## config.mk

```make
export PLATFORM = sky130hd
export DESIGN_NAME = lcu_pix_sp_ctrl
export DESIGN_NICKNAME = d
export VERILOG_FILES = /design/src/rtl/lcu_pix_sp_ctrl_pkg.sv /design/src/rtl/lcu_pix_pack.sv /design/src/rtl/lcu_pix_sp_ctrl.sv
export SDC_FILE = /design/constraint.sdc
export NUM_CORES = 1
export LEC_CHECK = 0
export BUFFER_PORTS_ARGS = -buffer_cell sky130_fd_sc_hd__buf_4
export CORE_MARGIN = 8
export CORE_UTILIZATION = 30
export CTS_BUF_LIST = sky130_fd_sc_hd__clkbuf_16
export DETAILED_ROUTE_END_ITERATION = 7
export PLACE_DENSITY = 0.65
export RECOVER_POWER = 25
export SETUP_SLACK_MARGIN = 0.05
export SYNTH_ARGS = -nofsm -noshare
export SYNTH_HDL_FRONTEND = slang
export SYNTH_SLANG_ARGS = --single-unit
export TNS_END_PERCENT = 50
```

## constraint.sdc

```tcl
create_clock -name clk -period 1.87 [get_ports clk]
set_input_delay 0.2805 -clock clk [delete_from_list [all_inputs] [get_ports clk]]
set_output_delay 0.2805 -clock clk [all_outputs]
set_load 0.05 [all_outputs]
```

## src/rtl/lcu_pix_sp_ctrl_pkg.sv

```systemverilog
//------------------------------------------------------------------------------
// Module  : lcu_pix_sp_ctrl_pkg
// Brief   : Shared constants and state encoding for the LCU pixel RAM controller.
// Revision: 1.0 - initial release
//------------------------------------------------------------------------------
`default_nettype none

package lcu_pix_sp_ctrl_pkg;

    localparam int LCU_WORD_NUM = 1536;
    localparam int LCU_ADR_WD   = 11;
    localparam int LCU_DAT_WD   = 32;
    localparam int LCU_PIX_WD   = 8;

    typedef logic [1:0] lcu_state_t;

    localparam lcu_state_t ST_IDLE  = 2'd0;
    localparam lcu_state_t ST_LOAD  = 2'd1;
    localparam lcu_state_t ST_READY = 2'd2;

endpackage

`default_nettype wire

```

## src/rtl/lcu_pix_pack.sv

```systemverilog
//------------------------------------------------------------------------------
// Module  : lcu_pix_pack
// Brief   : Little-endian 8-to-32 bit pixel packer with a one-word write buffer.
// Revision: 1.0 - initial release
//------------------------------------------------------------------------------
`default_nettype none

module lcu_pix_pack
    import lcu_pix_sp_ctrl_pkg::*;
(
    input  logic                  clk,
    input  logic                  rstn,
    input  logic                  i_clr,
    input  logic                  i_en,
    input  logic                  i_dat_val,
    input  logic [LCU_PIX_WD-1:0] i_dat,
    input  logic                  i_wr_go,
    output logic                  o_dat_rdy,
    output logic                  o_wr_pend,
    output logic [LCU_DAT_WD-1:0] o_wr_dat
);

    logic [1:0]              r_byte_cnt;
    logic [3*LCU_PIX_WD-1:0] r_pack;
    logic [LCU_DAT_WD-1:0]   r_wr_buf;
    logic                    r_wr_pend;
    logic                    w_dat_rdy;
    logic                    w_acc;
    logic                    w_word_done;

    // A fourth byte can only be taken once the previous word has left the buffer.
    assign w_dat_rdy   = i_en && !(r_wr_pend && (r_byte_cnt == 2'd3));
    assign w_acc       = i_dat_val && w_dat_rdy;
    assign w_word_done = w_acc && (r_byte_cnt == 2'd3);

    always_ff @(posedge clk or negedge rstn) begin
        if (!rstn) begin
            r_byte_cnt <= 2'd0;
            r_pack     <= '0;
            r_wr_buf   <= '0;
            r_wr_pend  <= 1'b0;
        end else if (i_clr) begin
            r_byte_cnt <= 2'd0;
            r_pack     <= '0;
            r_wr_pend  <= 1'b0;
        end else begin
            if (w_acc) begin
                case (r_byte_cnt)
                    2'd0:    r_pack[7:0]   <= i_dat;
                    2'd1:    r_pack[15:8]  <= i_dat;
                    2'd2:    r_pack[23:16] <= i_dat;
                    default: r_wr_buf      <= {i_dat, r_pack};
                endcase
                r_byte_cnt <= r_byte_cnt + 2'd1;
            end
            if (w_word_done) begin
                r_wr_pend <= 1'b1;
            end else if (i_wr_go) begin
                r_wr_pend <= 1'b0;
            end
        end
    end

    assign o_dat_rdy = w_dat_rdy;
    assign o_wr_pend = r_wr_pend;
    assign o_wr_dat  = r_wr_buf;

endmodule

`default_nettype wire

```

## src/rtl/lcu_pix_sp_ctrl.sv

```systemverilog
//------------------------------------------------------------------------------
// Module  : lcu_pix_sp_ctrl
// Brief   : Loads one 64x64 YUV420 LCU into a 1536x32 single-port RAM and then
//           serves word reads; owns all port arbitration.
//           Define LCU_PIX_RD_DURING_LOAD_EN to serve reads (with priority)
//           while a load is in progress.
// Revision: 1.0 - initial release
//------------------------------------------------------------------------------
`default_nettype none

module lcu_pix_sp_ctrl
    import lcu_pix_sp_ctrl_pkg::*;
#(
    parameter int WORD_NUM = LCU_WORD_NUM,
    parameter int ADR_WD   = LCU_ADR_WD,
    parameter int DAT_WD   = LCU_DAT_WD
)(
    input  logic                  clk,
    input  logic                  rstn,
    input  logic                  start_i,
    output logic                  busy_o,
    output logic                  done_o,
    input  logic                  dat_val_i,
    output logic                  dat_rdy_o,
    input  logic [LCU_PIX_WD-1:0] dat_i,
    input  logic                  rd_req_i,
    input  logic [ADR_WD-1:0]     rd_adr_i,
    output logic                  rd_val_o,
    output logic [DAT_WD-1:0]     rd_dat_o,
    output logic [ADR_WD-1:0]     ram_adr_o,
    output logic                  ram_wr_ena_o,
    output logic [DAT_WD-1:0]     ram_wr_dat_o,
    output logic                  ram_rd_ena_o,
    input  logic [DAT_WD-1:0]     ram_rd_dat_i
);

    localparam logic [ADR_WD-1:0] c_LAST_ADR = ADR_WD'(WORD_NUM - 1);

    lcu_state_t          r_state;
    lcu_state_t          w_state_nxt;
    logic [ADR_WD-1:0]   r_wr_adr;
    logic                r_done;
    logic                r_rd_val;

    logic                w_in_load;
    logic                w_clr;
    logic                w_rd_win;
    logic                w_rd_ok;
    logic                w_wr_block;
    logic                w_wr_pend;
    logic                w_wr_go;
    logic                w_last;
    logic                w_dat_rdy;
    logic [DAT_WD-1:0]   w_wr_dat;

    assign w_in_load = (r_state == ST_LOAD);
    assign w_clr     = start_i && !w_in_load;
    assign w_last    = (r_wr_adr == c_LAST_ADR);

`ifdef LCU_PIX_RD_DURING_LOAD_EN
    assign w_rd_win   = (r_state == ST_READY) || w_in_load;
    assign w_wr_block = rd_req_i;
`else
    assign w_rd_win   = (r_state == ST_READY);
    assign w_wr_block = 1'b0;
`endif

    assign w_rd_ok = rd_req_i && w_rd_win && (rd_adr_i <= c_LAST_ADR);
    assign w_wr_go = w_in_load && w_wr_pend && !w_wr_block;

    lcu_pix_pack u_pack (
        .clk       (clk),
        .rstn      (rstn),
        .i_clr     (w_clr),
        .i_en      (w_in_load),
        .i_dat_val (dat_val_i),
        .i_dat     (dat_i),
        .i_wr_go   (w_wr_go),
        .o_dat_rdy (w_dat_rdy),
        .o_wr_pend (w_wr_pend),
        .o_wr_dat  (w_wr_dat)
    );

    always_ff @(posedge clk or negedge rstn) begin
        if (!rstn) begin
            r_state <= ST_IDLE;
        end else begin
            r_state <= w_state_nxt;
        end
    end

    always_comb begin
        w_state_nxt = r_state;
        case (r_state)
            ST_IDLE: begin
                if (start_i) begin
                    w_state_nxt = ST_LOAD;
                end
            end
            ST_LOAD: begin
                if (w_wr_go && w_last) begin
                    w_state_nxt = ST_READY;
                end
            end
            ST_READY: begin
                if (start_i) begin
                    w_state_nxt = ST_LOAD;
                end
            end
            default: begin
                w_state_nxt = ST_IDLE;
            end
        endcase
    end

    // Reads win the address bus; a write only drives it when no read is issued.
    always_comb begin
        busy_o       = w_in_load;
        dat_rdy_o    = w_dat_rdy;
        ram_rd_ena_o = w_rd_ok;
        ram_wr_ena_o = w_wr_go;
        ram_adr_o    = '0;
        if (w_rd_ok) begin
            ram_adr_o = rd_adr_i;
        end else if (w_wr_go) begin
            ram_adr_o = r_wr_adr;
        end
    end

    always_ff @(posedge clk or negedge rstn) begin
        if (!rstn) begin
            r_wr_adr <= '0;
            r_done   <= 1'b0;
            r_rd_val <= 1'b0;
        end else begin
            r_done   <= w_wr_go && w_last;
            r_rd_val <= w_rd_ok;
            if (w_clr) begin
                r_wr_adr <= '0;
            end else if (w_wr_go && !w_last) begin
                r_wr_adr <= r_wr_adr + 1'b1;
            end
        end
    end

    assign done_o       = r_done;
    assign rd_val_o     = r_rd_val;
    assign rd_dat_o     = ram_rd_dat_i;
    assign ram_wr_dat_o = w_wr_dat;

endmodule

`default_nettype wire
```

==> impl_summary.log, run 1 <==
INFO  metric postLayoutCellArea = 0.004564 mm²
INFO  metric tritoncts = yes
INFO  metric final_cell_count_no_fill = 500
INFO  metric post-route-min-period = 1.826 ns
INFO  metric tritoncts.num_buffers = 9
INFO  metric internal_power = 0.005175 W
INFO  metric die-height = 123.7 µm
INFO  metric synth_sequential_area_ratio = 53.20%
INFO  metric drc = 0
INFO  metric share_comb_of_total_power = 42.9%
INFO  metric post_synth_instance_area = 0.003481 mm²
INFO  metric portBuffers = 72
INFO  metric area_of_the_multi_input_gates = 0.001346 mm²
INFO  metric fin_nets = 415
INFO  metric core_area = 0.01137 mm²
INFO  metric fin_crit_sh = 97.66%
INFO  metric timing.fmax = 0.5476 GHz
INFO  metric distinct_cells_synth = 39
INFO  metric arrival_worst_endpoint = 1.55 ns
INFO  metric drt_first_iter_violations = 76
INFO  metric number_of_enable_type_register_cells_in_the_synthesized_netlist = 0
INFO  metric yosysTopAreaCell = sky130_fd_sc_hd__dfrtp_1
INFO  metric cell_repeated_most_along_the_worst_path = sky130_fd_sc_hd__buf_6
INFO  metric io_pins = 137
INFO  metric htree_num_levels = 3
INFO  metric antenna_found_initial = 0
INFO  metric max_slew_margin = 54.27%
INFO  metric relative_contribution_of_the_clock_network_to_total_power = 24.0%
INFO  metric place.gp.congestion = 0.7251
INFO  metric post_synth_top_flop = sky130_fd_sc_hd__dfrtp_1
INFO  metric critPathLaunchType = flip-flop
INFO  metric rsz0062_at_grt = true
INFO  metric p_leak = 2.261 nW
INFO  metric timing.hold.worst.class = in2reg
INFO  metric setup_viol = 0
INFO  metric final_layout_size_suffix_gt1_share = 35.57%
INFO  metric global_route_wire_length_before_repair = 12720 µm
INFO  metric dpl_wire_length = 5506 µm
INFO  metric mappedNetlistNets = 352
INFO  metric max-vdd-ir-drop = 0.9194 mV
INFO  metric overflow = 0
INFO  metric max-clock-path-buffers = 2
INFO  metric maxSlewViolCount = 0
INFO  metric synth_top_cell_area_share = 53.20%
INFO  metric insertedDiodeCount = 0
INFO  metric initial_core_util = 30.62%
INFO  metric yosys-top-cells-count = sky130_fd_sc_hd__dfrtp_1 (74), sky130_fd_sc_hd__buf_4 (33), sky130_fd_sc_hd__mux2_1 (32)
INFO  metric clockRootBuffer = sky130_fd_sc_hd__clkbuf_16
INFO  metric switching_power_total = 0.003600 W
INFO  metric cell_count_after_synthesis = 290
INFO  metric grt.total_usage = 10.68%
INFO  metric cp_cell_sequence = and3b_2 > buf_6 > a22o_2 > buf_6
INFO  metric grt_pass1_vias = 2490
INFO  metric clk-insertion-delay-late = 0.33 ns
INFO  metric die_area = 0.01531 mm²
INFO  metric fp.dieW = 123.7 µm
INFO  metric outcome = complete, no violations
INFO  metric worstSetupPathType = reg2out
INFO  metric worstMarginPinSlew = 0.6860 ns
INFO  metric delay_of_the_slowest_cell_on_the_worst_path = 0.42 ns
INFO  metric power.switching_fraction = 41.02%
INFO  metric synth_warnings = 0
INFO  metric finalHoldViolCount = 0
INFO  metric postPlaceCellArea = 0.004024 mm²
INFO  metric grt_start_max_net_pins = 33
INFO  metric clock_skew = 0.007069 ns
INFO  metric netlist_top_cells_area = sky130_fd_sc_hd__dfrtp_1 (53%), sky130_fd_sc_hd__mux2_1 (10%), sky130_fd_sc_hd__mux2i_1 (7.2%)
INFO  metric finalWorstSetupSlack = 0.04383 ns
INFO  metric drt_pass1_iterations = 4
INFO  metric max_cap_violation_count = 0
INFO  metric numPlacedInstances = 473
INFO  metric drt-total-wl = 7923 µm
INFO  metric clk_pin_slew_worst_setup_hold_paths = 0.06 ns
INFO  metric pwr_density_cell = 1922 mW/mm²
INFO  metric postSynthAreaPerCell = 12.00 µm²
INFO  metric yosys.cell_count.top_type = sky130_fd_sc_hd__dfrtp_1
INFO  metric seq_power_share = 33.1%
INFO  metric area_growth = 31.13%
INFO  metric wl_per_cell = 15.85 µm
INFO  metric post-place-ws = 0.1507 ns
INFO  metric fillerInstances = 1084
INFO  metric timing.critical_path.to_type = output pin
INFO  metric placementRows = 39
INFO  metric crit_path_max_fanout = 6
INFO  metric synth-async-reset-ratio = 100.0%
INFO  metric critical_path_required = 1.59 ns
INFO  metric final-seq-area = 0.001852 mm²
INFO  metric synth-seq-cells = 74
INFO  metric critical_path.slowest_cell = sky130_fd_sc_hd__dfrtp_1
INFO  metric avgViaCountPerCell = 4.742
INFO  metric antenna_violating_nets_post_route = 0
INFO  metric clk_sink_count = 74
INFO  metric via_count = 2371
[path summary, 6_finish.rpt]
check	depth (start not counted)	to	slack, ns	start
max	4	ram_adr_o[4]	0.04	r_state[1]
min	2	u_pack.o_wr_dat[27]	0.20	dat_i[3]
max reg2reg	5	r_wr_adr[9]	0.12	r_wr_adr[0]
min reg2reg	1	u_pack.o_wr_dat[21]	0.48	u_pack.r_pack[21]
max in group asynchronous	3	u_pack.o_wr_dat[26]	0.64	rstn
min in group asynchronous	2	r_wr_adr[0]	0.52	rstn
[flip-flops by register name, summed over array words and instances (netlist names)]
signal	flops
r_wr_adr	11
done_o	1
u_pack.o_wr_pend	1
u_pack.o_wr_dat	32
r_state	2
u_pack.r_pack	24
rd_val_o	1
u_pack.r_byte_cnt	2
[cell usage in the layout (no fill, tap or decap), drive strengths merged, types with 2 or more instances in the layout]
| master | n |
|---|---|
| a22o | 10 |
| o31ai | 5 |
| and2 | 2 |
| and3 | 3 |
| o211ai | 3 |
| o21ai | 5 |
| nand3 | 11 |
| bufinv | 4 |
| dfrtp | 74 |
| inv | 11 |
| a21oi | 6 |
| ha | 6 |
| a211oi | 2 |
| nand2 | 5 |
| nand4 | 7 |
| nor2 | 29 |
| clkbuf | 10 |
| buf | 92 |
| mux2i | 25 |
| mux2 | 32 |
[per-layer routing]
layer	share of wire, %	GRT usage, %	routed length [µm]	vias up
met3	6.4	4.261	510	13
met5	0	0	0	-
li1	-	-	-	1129
met4	2.0	4.966	161	0
met2	49	16.87	3866	58
met1	43	12.51	3383	1171
[stage by stage]
| stage | total power [W] | setup TNS, ns | hold WS [ns] | util, % |
|---|---|---|---|---|
| after floorplan | 0.005629 | 0 | -0.01509 | - |
| after global placement | 0.006577 | 0 | 0.2199 | 35.39 |
| after detailed placement | 0.006673 | 0 | 0.2180 | 35.39 |
| after CTS | 0.008867 | 0 | 0.1874 | 39.57 |
| after global routing | 0.009306 | -0.08475 | 0.1855 | 40.15 |
| final | 0.008774 | 0 | 0.1960 | 40.15 |
[worst max-delay path, delay by kind of cell (launching register included)]
kind	cells	cell delay (ns)
AO/OA/AOI/OAI	1	0.21
buffers and inverters	2	0.29
flip-flops	1	0.42
AND/OR/NAND/NOR	1	0.28
[kinds of logic after synthesis]
group,after synthesis,share of synthesized area [%]
buf+inv,51,9.166
fa+ha+maj,6,2.157
simple gates,64,9.742
xor+xnor,1,0.2517
mux,57,17.54
compound gates,37,7.944
flops,74,53.20
[power by group through the flow]
stage | sequential (W) | combinational, W | clock [W]
after detailed placement | 0.00293 | 0.00374 | 0
after floorplan | 0.00401 | 0.00162 | 0
after global routing | 0.00304 | 0.00402 | 0.00224
after global placement | 0.00291 | 0.00366 | 0
final | 0.00290 | 0.00376 | 0.00211
after CTS | 0.00292 | 0.00379 | 0.00216
[timing repair]
action | in CTS | in global routing
hold buffers | 1 | 0
hold endpoints to repair | 24 | 0
setup buffers | 6 | 4
cloned | 1 | 0
gates resized for setup | 17 | 8
pin swaps | 3 | 6
endpoints found under the setup margin | 11 | 16
[area by class of cell]
cell class,count,share of cell area [%]
Clock buffer,9,4.934
Clock inverter,6,3.015
Inverter,9,0.7401
Multi-Input combinational cell,165,29.50
Sequential cell,74,40.57
Tap cell,143,3.920
Timing Repair Buffer,94,17.32
Power figures use the tool's default switching activity.
==> inputs of run 2 (changes only) <==
--- a/config.mk
+++ b/config.mk
@@ -14,3 +14,5 @@
 export RECOVER_POWER = 25
+export REMOVE_ABC_BUFFERS = 1
 export SETUP_SLACK_MARGIN = 0.05
+export SLEW_MARGIN = 15
 export SYNTH_ARGS = -nofsm -noshare
--- a/constraint.sdc
+++ b/constraint.sdc
@@ -3,2 +3,2 @@
 set_output_delay 0.2805 -clock clk [all_outputs]
-set_load 0.05 [all_outputs]
+set_load 0.1 [all_outputs]
==> run 2 against run 1 <==
The run now ends with negative setup slack left; register-to-register slack better by 0.04 ns; worst setup slack worse by 0.085 ns; critical path depth is 2 higher; worst hold slack better by 0.00052 ns; sequential share of layout area is 0.40 points lower; core utilization is 0.40 points higher; routed wire length is 12% higher; global-route usage is 1.4 points higher; die area stayed put; final area is 0.99% higher; critical path type unchanged; critical endpoint is now ram_adr_o[8].
==> impl_summary.log, run 2 (synthesized netlist as in run 1, its figures left out) <==
INFO  metric gr-max-usage-layer = met2
INFO  metric outcome = complete, but fails checks
INFO  metric critPathLaunchType = flip-flop
INFO  metric timing.critical_path.to_type = output pin
INFO  metric drt_first_iter_violations = 87 (+14%)
INFO  metric fin_crit_sh = 102.2% (+4.6 points)
INFO  metric global_route.usage.met1 = 15.38% (+2.9 points)
INFO  metric clockRootBuffer = sky130_fd_sc_hd__clkbuf_16
INFO  metric met3_track_demand_over_resource_in_global_routing = 5.213% (+0.95 points)
INFO  metric worstMarginPinSlew = 0.8346 ns (+0.1485 ns)
INFO  metric finalWorstSetupSlack = -0.04133 ns (-0.08516 ns)
INFO  metric violations_in_the_final_reports = negative setup slack
INFO  metric max_cap_violation_count = 0 (unchanged)
INFO  metric dpl_wire_length = 6276 µm (+14%)
INFO  metric die-height = 123.7 µm (unchanged)
INFO  metric critical_path_required = 1.59 ns (about the same)
INFO  metric tritoncts.num_buffers = 9 (unchanged)
INFO  metric commonest_non_fill_non_tap_cells_in_the_layout = sky130_fd_sc_hd__dfrtp_1 (74), sky130_fd_sc_hd__buf_4 (70), sky130_fd_sc_hd__mux2_1 (32)
INFO  metric fin_tns_setup = -0.1633 ns (-0.1633 ns)
INFO  metric place.gp.congestion = 0.7597 (+4.8%)
INFO  metric die_area = 0.01531 mm² (unchanged)
INFO  metric via_count = 2452 (+3.4%)
INFO  metric initial_core_util = 30.62% (unchanged)
INFO  metric clk-insertion-delay-late = 0.33 ns (about the same)
INFO  metric io_pins = 137 (unchanged)
INFO  metric drt_pass1_iterations = 4 (unchanged)
INFO  metric overflow = 0 (unchanged)
INFO  metric setup_viol = 7 (+7)
INFO  metric insertedDiodeCount = 0 (unchanged)
INFO  metric final_layout_size_suffix_gt1_share = 33.80% (-1.8 points)
INFO  metric area_growth = 32.42%
INFO  metric crit_path_max_fanout = 6 (unchanged)
INFO  metric grt_start_max_net_pins = 35 (+6.1%)
INFO  metric timing.hold.worst.start = dat_i[4]
INFO  metric fin_nets = 412 (-0.72%)
INFO  metric max_slew_margin = 44.36% (-9.9 points)
INFO  metric max-clock-path-buffers = 2 (unchanged)
INFO  metric wl_per_cell = 17.78 µm (+12%)
INFO  metric layout.cells.most_common = sky130_fd_sc_hd__dfrtp_1
INFO  metric largest_register_ffs = 32 (unchanged)
INFO  metric rsz0062_at_grt = true
INFO  metric grt.total_usage = 12.05% (+1.4 points)
INFO  metric post-place-ws = 0.1586 ns (+0.007948 ns)
INFO  metric maxSlewViolCount = 0 (unchanged)
INFO  metric global_route_wire_length_before_repair = 14010 µm (+10%)
INFO  metric portBuffers = 72 (unchanged)
INFO  metric drt-total-wl = 8856 µm (+12%)
INFO  metric clk_pin_slew_worst_setup_hold_paths = 0.06 ns (about the same)
INFO  metric fp.dieW = 123.7 µm (unchanged)
INFO  metric finalHoldViolCount = 0 (unchanged)
INFO  metric antenna_found_initial = 0 (unchanged)
INFO  metric arrival_worst_endpoint = 1.63 ns (+0.08 ns)
INFO  metric core_area = 0.01137 mm² (unchanged)
INFO  metric tritoncts = yes
INFO  metric placementRows = 39 (unchanged)
INFO  metric timing.fmax = 0.5232 GHz (-4.5%)
INFO  metric worst_r2r_startpoint = r_wr_adr[0]
INFO  metric antenna_violating_nets_post_route = 0 (unchanged)
INFO  metric post-route-min-period = 1.911 ns (+0.08516 ns)
INFO  metric clock_skew = 0.006042 ns (-0.001027 ns)
INFO  metric drc = 0 (unchanged)
INFO  metric htree_num_levels = 3 (unchanged)
INFO  metric grt_use_met2 = 16.71% (-0.17 points)
INFO  metric clk_sink_count = 74 (unchanged)
INFO  metric worstSetupPathType = reg2out
INFO  metric crit_path_start = r_state[0]
INFO  metric grt_pass1_vias = 2532 (+1.7%)
INFO  metric avgViaCountPerCell = 4.924 (+3.8%)
INFO  metric timing.hold.worst.class = in2reg
INFO  metric fillerInstances = 1080 (-0.37%)
## run 2: cell count changes in the layout (fill, tap and decap cells not counted), sizes merged
cell | before | now
inv | 11 | 10
clkinv | 0 | 3
bufinv | 4 | 2
clkinvlp | 0 | 1
buf | 92 | 89
## run 2: area by class of cell
type | count | area [µm²] | share of cell area (%)
sequential | 74 | 1852 | 40.17
multi-input combinational | 165 | 1350 | 29.29
timing repair buffer | 91 | 877.1 | 19.03
clock buffer | 9 | 225.2 | 4.886
tap | 143 | 178.9 | 3.882
clock inverter | 7 | 92.59 | 2.009
inverter | 9 | 33.78 | 0.7329
## run 2: timing repair
item / in CTS / in global routing
pin swaps: 11 / 5
cloned: 1 / 0
hold buffers: 1 / 0
resized for setup: 45 / 4
setup buffers: 5 / 2
hold endpoints to repair: 29 / 0
endpoints found under the setup margin: 13 / 16
## run 2: path summary, 6_finish.rpt
| path | slack (ns) | end | cells after the start |
|---|---|---|---|
| min | 0.20 | u_pack.o_wr_dat[28] | 2 |
| min in group asynchronous | 0.60 | u_pack.o_wr_pend | 2 |
| max in group asynchronous | 0.61 | u_pack.r_pack[10] | 3 |
| max reg2reg | 0.16 | r_wr_adr[9] | 5 |
| max | -0.04 | ram_adr_o[8] | 6 |
| min reg2reg | 0.48 | u_pack.o_wr_dat[16] | 1 |
## run 2: critical path: stages, from the launching register on
cell and delay (ns):
sky130_fd_sc_hd__dfrtp_1 0.42, sky130_fd_sc_hd__inv_2 0.08, sky130_fd_sc_hd__nand3_2 0.08, sky130_fd_sc_hd__a21oi_4 0.19, sky130_fd_sc_hd__buf_6 0.16, sky130_fd_sc_hd__a22o_1 0.19
sky130_fd_sc_hd__buf_12 0.18
## run 2: per-layer routing
metal	part of all wire, %	vias up
met1	44	1227
li1	-	1124
met4	2.1	0
met3	8.9	12
met2	45	89
met5	0	-
## run 2: metrics by stage
step,utilization (%),hold WS [ns],cells,area [µm²]
after floorplan,-,-0.01509,248,3196
after global placement,35.45,0.2554,473,4030
after detailed placement,35.45,0.2577,473,4030
after CTS,40.26,0.1824,496,4577
after global routing,40.54,0.1945,498,4609
final,40.54,0.1965,498,4609
Power of run 2 is left out: the tool's default activity adds up to more than one toggle a clock period on the data nets, which glitch-free logic cannot reach.
